### config.mk
export PLATFORM = sky130hd
export DESIGN_NAME = adder_share_arbiter
export DESIGN_NICKNAME = d
export VERILOG_FILES = /design/src/rtl/adder_share_pkg.sv /design/src/rtl/rr_grant_picker.sv /design/src/rtl/adder_share_arbiter.sv
export SDC_FILE = /design/constraint.sdc
export NUM_CORES = 1
export LEC_CHECK = 0
export CORE_AREA = 2 2 120 122
export DETAILED_ROUTE_END_ITERATION = 8
export DIE_AREA = 0 0 122 124
export PLACE_DENSITY = 0.82
export SLEW_MARGIN = 20
export SYNTH_ARGS = -nofsm -noshare
export SYNTH_HDL_FRONTEND = slang
export SYNTH_SLANG_ARGS = --single-unit
### constraint.sdc
create_clock -name clk -period 8.9 [get_ports clk]
set_clock_uncertainty 0.15 [all_clocks]
set_input_delay 0.89 -clock clk [delete_from_list [all_inputs] [get_ports clk]]
set_output_delay 0.89 -clock clk [all_outputs]
set_load 0.01 [all_outputs]
### src/rtl/adder_share_pkg.sv
// rtl/adder_share_pkg.sv - shared defaults and types for the shared adder arbiter
// Purpose: default geometry of the shared add/sub datapath, the round-robin
//          pointer reset value and the response-register state encoding.
// Ports:   none (package).
package adder_share_pkg;

   localparam int NUM_REQ_DEF = 4;
   localparam int WIDTH_DEF   = 32;
   localparam int ID_W_DEF    = 2;

   // Round-robin search starts at requester 0 after reset.
   localparam int RR_PTR_RST  = 0;

   // Response register occupancy; FULL is exactly "rsp_valid is high".
   typedef enum logic {
      ST_EMPTY = 1'b0,
      ST_FULL  = 1'b1
   } rsp_state_e;

endpackage

### src/rtl/rr_grant_picker.sv
// rtl/rr_grant_picker.sv - combinational round-robin picker
// Purpose: picks the first asserted request at or above ptr, wrapping at
//          NUM_REQ, and reports it as a one-hot grant and a binary index.
// Ports:   req       in  NUM_REQ  request vector
//          ptr       in  ID_W     search start position (must be < NUM_REQ)
//          grant     out NUM_REQ  one-hot grant, zero when nothing requests
//          idx       out ID_W     index of the granted request
//          any_valid out 1        at least one request is asserted
module rr_grant_picker
   import adder_share_pkg::*;
#(
   parameter int NUM_REQ = NUM_REQ_DEF,
   parameter int ID_W    = ID_W_DEF
) (
   input  logic [NUM_REQ-1:0] req,
   input  logic [ID_W-1:0]    ptr,
   output logic [NUM_REQ-1:0] grant,
   output logic [ID_W-1:0]    idx,
   output logic               any_valid
);

   logic [ID_W:0] cand;

   always_comb begin
      cand      = '0;
      idx       = '0;
      any_valid = 1'b0;
      grant     = '0;
      // Walk ptr, ptr+1, ... with wrap; the first hit wins.
      for (int k = 0; k < NUM_REQ; k++) begin
         cand = {1'b0, ptr} + (ID_W+1)'(k);
         if (cand >= (ID_W+1)'(NUM_REQ)) begin
            cand = cand - (ID_W+1)'(NUM_REQ);
         end
         if (!any_valid && req[cand[ID_W-1:0]]) begin
            any_valid = 1'b1;
            idx       = cand[ID_W-1:0];
         end
      end
      if (any_valid) begin
         grant[idx] = 1'b1;
      end
   end

endmodule

### src/rtl/adder_share_arbiter.sv
// rtl/adder_share_arbiter.sv - one add/sub datapath shared by round-robin requesters
// Purpose: arbitrates NUM_REQ operand requests onto a single WIDTH-bit
//          adder/subtractor and returns a registered, id-tagged result on one
//          backpressured response channel.
// Ports:   clk, rst                 clock, synchronous active-high reset
//          req_valid/req_ready      per-requester handshake (ready is one-hot)
//          req_a/req_b/req_sub      packed operands and op select, slice i = requester i
//          rsp_valid/rsp_ready      response handshake
//          rsp_id                   owner of the held result
//          rsp_sum/rsp_cout/rsp_ovf result, carry-out (sub: 1 = no borrow), signed overflow
module adder_share_arbiter
   import adder_share_pkg::*;
#(
   parameter int NUM_REQ = NUM_REQ_DEF,
   parameter int WIDTH   = WIDTH_DEF,
   parameter int ID_W    = ID_W_DEF
) (
   input  logic                     clk,
   input  logic                     rst,
   input  logic [NUM_REQ-1:0]       req_valid,
   input  logic [NUM_REQ*WIDTH-1:0] req_a,
   input  logic [NUM_REQ*WIDTH-1:0] req_b,
   input  logic [NUM_REQ-1:0]       req_sub,
   output logic [NUM_REQ-1:0]       req_ready,
   output logic                     rsp_valid,
   output logic [ID_W-1:0]          rsp_id,
   output logic [WIDTH-1:0]         rsp_sum,
   output logic                     rsp_cout,
   output logic                     rsp_ovf,
   input  logic                     rsp_ready
);

   rsp_state_e        state_q, state_d;
   logic [ID_W-1:0]   rr_ptr_q, rr_ptr_d;
   logic [ID_W-1:0]   rsp_id_q, rsp_id_d;
   logic [WIDTH-1:0]  rsp_sum_q, rsp_sum_d;
   logic              rsp_cout_q, rsp_cout_d;
   logic              rsp_ovf_q, rsp_ovf_d;

   logic [NUM_REQ-1:0] grant;
   logic [ID_W-1:0]    pick_idx;
   logic               any_valid;
   logic               can_issue;
   logic               accept;

   logic [WIDTH-1:0]   a_arr [NUM_REQ];
   logic [WIDTH-1:0]   b_arr [NUM_REQ];
   logic [WIDTH-1:0]   a_sel, b_sel, bx;
   logic               sub_sel;
   logic [WIDTH:0]     add_full;
   logic               ovf;

   for (genvar g = 0; g < NUM_REQ; g++) begin : g_unpack
      assign a_arr[g] = req_a[g*WIDTH +: WIDTH];
      assign b_arr[g] = req_b[g*WIDTH +: WIDTH];
   end

   rr_grant_picker #(
      .NUM_REQ (NUM_REQ),
      .ID_W    (ID_W)
   ) u_picker (
      .req       (req_valid),
      .ptr       (rr_ptr_q),
      .grant     (grant),
      .idx       (pick_idx),
      .any_valid (any_valid)
   );

   assign rsp_valid = (state_q == ST_FULL);
   assign can_issue = !rsp_valid || rsp_ready;
   // Nothing is offered while reset is held, so no request can slip in.
   assign req_ready = (can_issue && !rst) ? grant : '0;
   assign accept    = any_valid && can_issue && !rst;

   // Shared datapath: subtraction is A + ~B + 1 through the same adder.
   assign a_sel    = a_arr[pick_idx];
   assign b_sel    = b_arr[pick_idx];
   assign sub_sel  = req_sub[pick_idx];
   assign bx       = sub_sel ? ~b_sel : b_sel;
   assign add_full = {1'b0, a_sel} + {1'b0, bx} + {{WIDTH{1'b0}}, sub_sel};
   assign ovf      = (a_sel[WIDTH-1] == bx[WIDTH-1]) && (add_full[WIDTH-1] != a_sel[WIDTH-1]);

   always_comb begin
      state_d    = state_q;
      rr_ptr_d   = rr_ptr_q;
      rsp_id_d   = rsp_id_q;
      rsp_sum_d  = rsp_sum_q;
      rsp_cout_d = rsp_cout_q;
      rsp_ovf_d  = rsp_ovf_q;

      unique case (state_q)
         ST_EMPTY: if (accept) state_d = ST_FULL;
         ST_FULL:  if (!accept && rsp_ready) state_d = ST_EMPTY;
      endcase

      // A drain and an accept in the same cycle simply overwrite the register.
      if (accept) begin
         rsp_id_d   = pick_idx;
         rsp_sum_d  = add_full[WIDTH-1:0];
         rsp_cout_d = add_full[WIDTH];
         rsp_ovf_d  = ovf;
         rr_ptr_d   = (pick_idx == ID_W'(NUM_REQ-1)) ? '0 : pick_idx + ID_W'(1);
      end
   end

   always_ff @(posedge clk) begin
      if (rst) begin
         state_q    <= ST_EMPTY;
         rr_ptr_q   <= ID_W'(RR_PTR_RST);
         rsp_id_q   <= '0;
         rsp_sum_q  <= '0;
         rsp_cout_q <= 1'b0;
         rsp_ovf_q  <= 1'b0;
      end else begin
         state_q    <= state_d;
         rr_ptr_q   <= rr_ptr_d;
         rsp_id_q   <= rsp_id_d;
         rsp_sum_q  <= rsp_sum_d;
         rsp_cout_q <= rsp_cout_d;
         rsp_ovf_q  <= rsp_ovf_d;
      end
   end

   assign rsp_id   = rsp_id_q;
   assign rsp_sum  = rsp_sum_q;
   assign rsp_cout = rsp_cout_q;
   assign rsp_ovf  = rsp_ovf_q;

endmodule

# After elaboration in Yosys (flattened, before gate mapping)
# Cells that the tools add are included.
[totals] rom_bits=0 word_cells=86 latch_bits=0 ram_bits=0 output_inout_bits=41 reg_bits=39 n_memories=0 input_bits=267
[op_classes] addsub=10 bitwise=3 shift=0 reduce_logical=16 magnitude_cmp=11 div_mod_pow=0 mux=37 n_eq_ne=3 n_mul=0
[ops] operator="2-to-1 mux 32 bit" count=5
[ops] operator="binary-select mux 32 bit (select 2 bit)" count=2
[ops] operator="adder 32 x 32 -> 33 bit" count=1
[ops] operator="adder 33 x 1 -> 33 bit" count=1
[ops] operator="NOT 32 bit" count=1
[ops] operator="2-to-1 mux 2 bit" count=9
[ops] operator="< comparator 2 x 3 -> 1 bit, second input constant" count=5
[ops] operator="greater-or-equal comparator 3 bit, second input constant" count=4
[ops] operator="2-to-1 mux 1 bit" count=12
[ops] operator="binary-select mux 1 bit (select 2 bit)" count=5
[ops] operator="logical AND 1 bit" count=9
[ops] operator="2-to-1 mux 4 bit" count=2
[ops] operator="subtractor 2 x 1 -> 2 bit, second input constant" count=4
[ops] operator="adder 2 x 2 -> 3 bit, second input constant" count=2
[ops] operator="zero test 1 bit" count=6
[ops] operator="adder 2 x 1 -> 3 bit, second input constant" count=1
[ops] operator="greater-or-equal comparator 2 x 3 -> 1 bit, second input constant" count=1
[ops] operator="NOT 2 -> 3 bit" count=1
[ops] operator="adder 2 x 1 -> 2 bit, second input constant" count=1
[ops] operator="demux 1 bit (select 2 bit)" count=1
[ops] operator="equality test 2 bit, second input constant" count=1
[ops] operator="greater-or-equal comparator 2 x 1 -> 1 bit, second input constant" count=1
[ops] operator="case mux 1 bit (2 select lines)" count=1
[ops] operator="equality test 1 bit" count=1
[ops] operator="3 further kinds" count=3

# Depth between registers and ports, before layout
[depth] ltp_word=24 ltp_mapped=23 ltp_nobuf=20

# Cells and area by module
# A second synthesis with hierarchy kept.
[hier_totals] hier_cells=548 hier_area_um2=5186.2
[by_module_without_submodules] module="adder_share_arbiter" instances=1 area_each_um2=4974.8 cells_per_inst=515
[by_module_without_submodules] module="rr_grant_picker" instances=1 area_each_um2=211.5 cells_per_inst=33

# Worst setup path after synthesis
# No wires, ideal clock.
[synth_timing] path_type="input-to-reg" from="input port req_valid[0]" to="register rsp_sum_q[25], in the netlist rsp_sum[25]" stages=20 setup_slack_ns=3.449 t_arrival_ns=5.176 t_required_ns=8.625 setup_ns=0.125 n_path_buf=2 path_cell_list="nor2b_1 -> o21bai_1 -> nand2_1 -> inv_2 -> mux2i_1 -> a21o_1 -> clkbuf_1 -> clkbuf_1 -> xor2_1 -> ha_1 -> a21o_1 -> a21o_1 -> a21o_1 -> a31o_2 -> a221o_1 -> o31ai_2 -> o21ai_1 -> a311oi_1 -> xor2_1 -> o21ai_1"
[synth_between] elab_chain_cells=20 elab_cells_between_ends=37 cone_classes="add/sub (2); mux (25); bitwise (2); reduce/logical (8)"
[synth_rtl] item="from (decl)" line="adder_share_arbiter.sv:20" rtl="input logic [NUM_REQ-1:0] req_valid,"
[synth_rtl] item="binary-select mux 1 bit (select 2 bit)" line="rr_grant_picker.sv:35" rtl="if (!any_valid && req[cand[ID_W-1:0]]) begin"
[synth_rtl] item="2-to-1 mux 1 bit (not written as such)" line="rr_grant_picker.sv:35"
[synth_rtl] item="2-to-1 mux 1 bit" line="rr_grant_picker.sv:35"
[synth_rtl] item="zero test 1 bit" line="rr_grant_picker.sv:35"
[synth_rtl] item="logical AND 1 bit" line="rr_grant_picker.sv:35"
[synth_rtl] item="2-to-1 mux 1 bit" line="rr_grant_picker.sv:35"
[synth_rtl] item="zero test 1 bit" line="rr_grant_picker.sv:35"
[synth_rtl] item="logical AND 1 bit" line="rr_grant_picker.sv:35"
[synth_rtl] item="[3 not listed]"
[synth_rtl] item="2-to-1 mux 2 bit" line="rr_grant_picker.sv:35"
[synth_rtl] item="NOT 2 -> 3 bit (not written as such)" line="adder_share_arbiter.sv:76, adder_share_arbiter.sv:77"
[synth_rtl] item="binary-select mux 32 bit (select 2 bit)" line="adder_share_arbiter.sv:77" rtl="assign b_sel = b_arr[pick_idx];"
[synth_rtl] item="2-to-1 mux 32 bit (not written as such) (2 in a row)" line="adder_share_arbiter.sv:77"
[synth_rtl] item="NOT 32 bit" line="adder_share_arbiter.sv:79" rtl="assign bx = sub_sel ? ~b_sel : b_sel;"
[synth_rtl] item="2-to-1 mux 32 bit" line="adder_share_arbiter.sv:79"
[synth_rtl] item="adder 32 x 32 -> 33 bit" line="adder_share_arbiter.sv:80" rtl="assign add_full = {1'b0, a_sel} + {1'b0, bx} + {{WIDTH{1'b0}}, sub_sel};"
[synth_rtl] item="adder 33 x 1 -> 33 bit" line="adder_share_arbiter.sv:80"
[synth_rtl] item="to (signal assigned)" line="adder_share_arbiter.sv:118" rtl="rsp_sum_q <= rsp_sum_d;"
[synth_rtl] item="to (decl)" line="adder_share_arbiter.sv:36" rtl="logic [WIDTH-1:0] rsp_sum_q, rsp_sum_d;"
# Parallel ways exist; a longest one is shown, timed or not. The select of a mux whose other input is x is not followed.
# A chain may end at the register's enable or synchronous reset.

# Final worst setup path
# Ends and elaborated chain as after synthesis.

==> results.json <==
{
  "critPathLaunchType": "input pin",
  "dp.final_hpwl_um": 16510,
  "synthesis.area_sq_um": 5386,
  "p_leak_nw": 3.780,
  "critical_path_class": "input pin to register",
  "grt_use_total": 0.2658,
  "hold_viol": 0,
  "cts.reportedPaths.clkPinSlew_ns": 0.06,
  "drt-initial-drc-count": 343,
  "ir_drop_v": 0.0001283,
  "slowest_delay_ns": 0.70,
  "synth_common_cells": "nand2_1, o21ai_0, clkbuf_1, nand3_1, xor2_1",
  "multi_input_area_sq_um": 4348,
  "drc_errors": 0,
  "rsz0062_at_grt": "false",
  "maxCapViolations": 0,
  "cts_buffer_depth": 2,
  "report.final.slew_viol_count": 0,
  "endpoint_kind": "register",
  "dp.cells": 1301,
  "synth-simple-area-share": 0.3872,
  "synthTopCellsByArea": "nand2_1, dfxtp_1, ha_1, xor2_1, o21ai_0",
  "cp_common_cell": "a21o_1",
  "power.density_nw_per_um2": 288.1,
  "synth_top_cell_by_area": "nand2_1",
  "path_cells": "clkdlybuf4s50_1 > nor2b_1 > o21bai_1 > nand2_4 > inv_4 > mux2i_1 > a21o_2 > xor2_1 > ha_1 > a21o_1 > a21o_1 > a21o_1 > a31o_2 > a221o_1 > o31ai_2 > o21ai_1 > a311oi_1 > xor2_1 > o21ai_1",
  "synth_edf_count": 0,
  "cts-htree-levels": 2,
  "dieWidth_um": 122,
  "drtPass1Iterations": 5,
  "grt_pass1_wl_um": 32100,
  "worstMarginPinSlew_ns": 0.8805,
  "synthXorXnorAreaFrac": 0.1008,
  "cts_hold_buf": 0,
  "port_buffers": 307,
  "finalCritPeriodShare": 0.7790,
  "ys_seq_elements": 39,
  "regArea_sq_um": 780.7,
  "fin_nets": 1431,
  "synthFlopType": "dfxtp_1",
  "crit_buf_inv": 2,
  "grt_max_degree": 75,
  "synth_fa_ha_area_frac": 0.08502,
  "yosys.area.top_type_share": 0.2091,
  "wire_per_inst_um": 16.02,
  "yosysUniqueCellTypes": 54,
  "worstPathArrival_ns": 6.93,
  "root_buffer": "clkbuf_16",
  "place.gp.congestion": 0.8791,
  "cts.sinks": 39,
  "row_count": 43,
  "critPathSlowestCell": "a21o_2",
  "vias": 6835,
  "critPathTopFamily": "compound AO/OA/AOI/OAI gates",
  "max_slew_margin": 0.4085,
  "numCtsBuffers": 5,
  "drt_wl_total_um": 20970,
  "setup_viol": 0,
  "die_h_um": 124,
  "yosysMostFrequentCell": "nand2_1",
  "post-route-util": 0.6330,
  "avgSynthCellArea_sq_um": 6.220,
  "area_growth_pct": 61.23,
  "synthCells": 866,
  "worst_ep_required_time_ns": 8.89,
  "synth_nets": 1169,
  "cts-resized-gates": 0,
  "drtAntennaViolNets": 0,
  "max_clock_freq_mhz": 144.2,
  "synth_top_family_by_area": "simple AND/OR/NAND/NOR gates",
  "antenna_found_initial": 0,
  "worstHoldPathType": "register to register",
  "setup_tns_ns": 0,
  "clock_latency_ns": 0.28,
  "initial_core_util": 0.3926,
  "coreArea_sq_um": 13720,
  "drive_gt1_frac": 0.02657,
  "synth_compound_area_frac": 0.2258,
  "fillers": 1276,
  "cts_tree": "yes",
  "status": "finished, final reports clean",
  "cts_setup_buffers": 0,
  "synthMuxAreaShare": 0.005807,
  "cp_max_fo": 67,
  "via_per_inst": 5.222,
  "pin_count": 308,
  "async_flop_share": 0,
  "ys_warn_count": 0,
  "grt_pass1_vias": 6329,
  "die-area_sq_um": 15130,
  "instances_no_fill": 1309,
  "period_minus_slack_ns": 6.933,
  "antenna_cells": 0,
  "synth-seq-area-share": 0.1449,
  "grt.overflow.total": 0
}
-- worst reg2reg max path: cells and delay by family, from the launching register on --
family / cells / cell delay, ns
AO/OA/AOI/OAI: 11 / 3.26
multiplexers: 1 / 0.29
XOR/XNOR: 2 / 0.33
flip-flops: 1 / 0.37
buffers and inverters: 1 / 0.64
AND/OR/NAND/NOR: 2 / 0.56
adder cells (fa/ha/maj): 1 / 0.39
-- routing by layer --
layer  global-route usage  vias up  share of wire
li1                     -     3491              -
met1               0.3534     3039           0.43
met2               0.4511      277           0.47
met3              0.04304       28          0.078
met4              0.06250        0          0.016
met5                    0        -              0
-- sequential cells by signal (all words and copies together) (netlist names) --
signal     count
rsp_sum       32
rsp_cout       1
rsp_valid      1
rsp_ovf        1
rsp_id         2
rr_ptr_q       2
-- area by class of cell --
class                           count  share of cell area
Clock buffer                        6             0.01599
Clock inverter                      2            0.004034
Inverter                           13            0.005907
Multi-Input combinational cell    757              0.5006
Sequential cell                    39             0.08990
Tap cell                          180             0.02593
Timing Repair Buffer              312              0.3576
-- stage by stage --
step / power, mW / instance area [sq um] / hold WS, ns / setup WS, ns
6_report: 2.502 / 8685 / 0.3184 / 1.967
5_1_grt: 2.728 / 8685 / 0.3445 / 1.512
4_1_cts: 2.493 / 8686 / 0.3176 / 2.012
3_5_place_dp: 2.266 / 8512 / 0.3097 / 1.727
3_3_place_gp: 2.237 / 8512 / 0.2969 / 1.937
2_1_floorplan: 1.658 / 5386 / 0.3305 / 3.449
-- final timing paths --
path	startpoint	slack, ns	cells past startpoint	to
max	req_valid[0]	1.97	19	rsp_sum[25]
min	rsp_id[0]	0.32	2	rsp_id[0]
max reg2reg	rr_ptr_q[0]	2.78	18	rsp_sum[25]
min reg2reg	rsp_id[0]	0.32	2	rsp_id[0]
-- report_power, final --
group	internal [mW]	switching [mW]	leakage (nW)
Clock	0.139	0.0680	0.0868
Combinational	0.879	1.13	3.37
Sequential	0.247	0.0368	0.325
Total	1.27	1.24	3.78
-- layout by cell type (no fill, tap or decap), drive strengths merged, types with 7 or more instances in the layout --
cell type	synthesis	routed
a21o	21	21
a21oi	30	30
a31oi	33	33
and2	8	8
and3	32	32
clkdlybuf4s50	0	306
dfxtp	39	39
ha	35	35
inv	13	13
nand2	300	300
nand2b	7	7
nand3	46	46
nand3b	36	36
nor2	16	16
o21ai	79	79
o21bai	8	8
xnor2	17	17
xor2	45	45
-- cell families after synthesis --
logic type / Yosys count
compound gates: 195
xor+xnor: 62
fa+ha+maj: 36
buf+inv: 70
flops: 39
mux: 3
simple gates: 461
(Power assumes the default switching activity.)
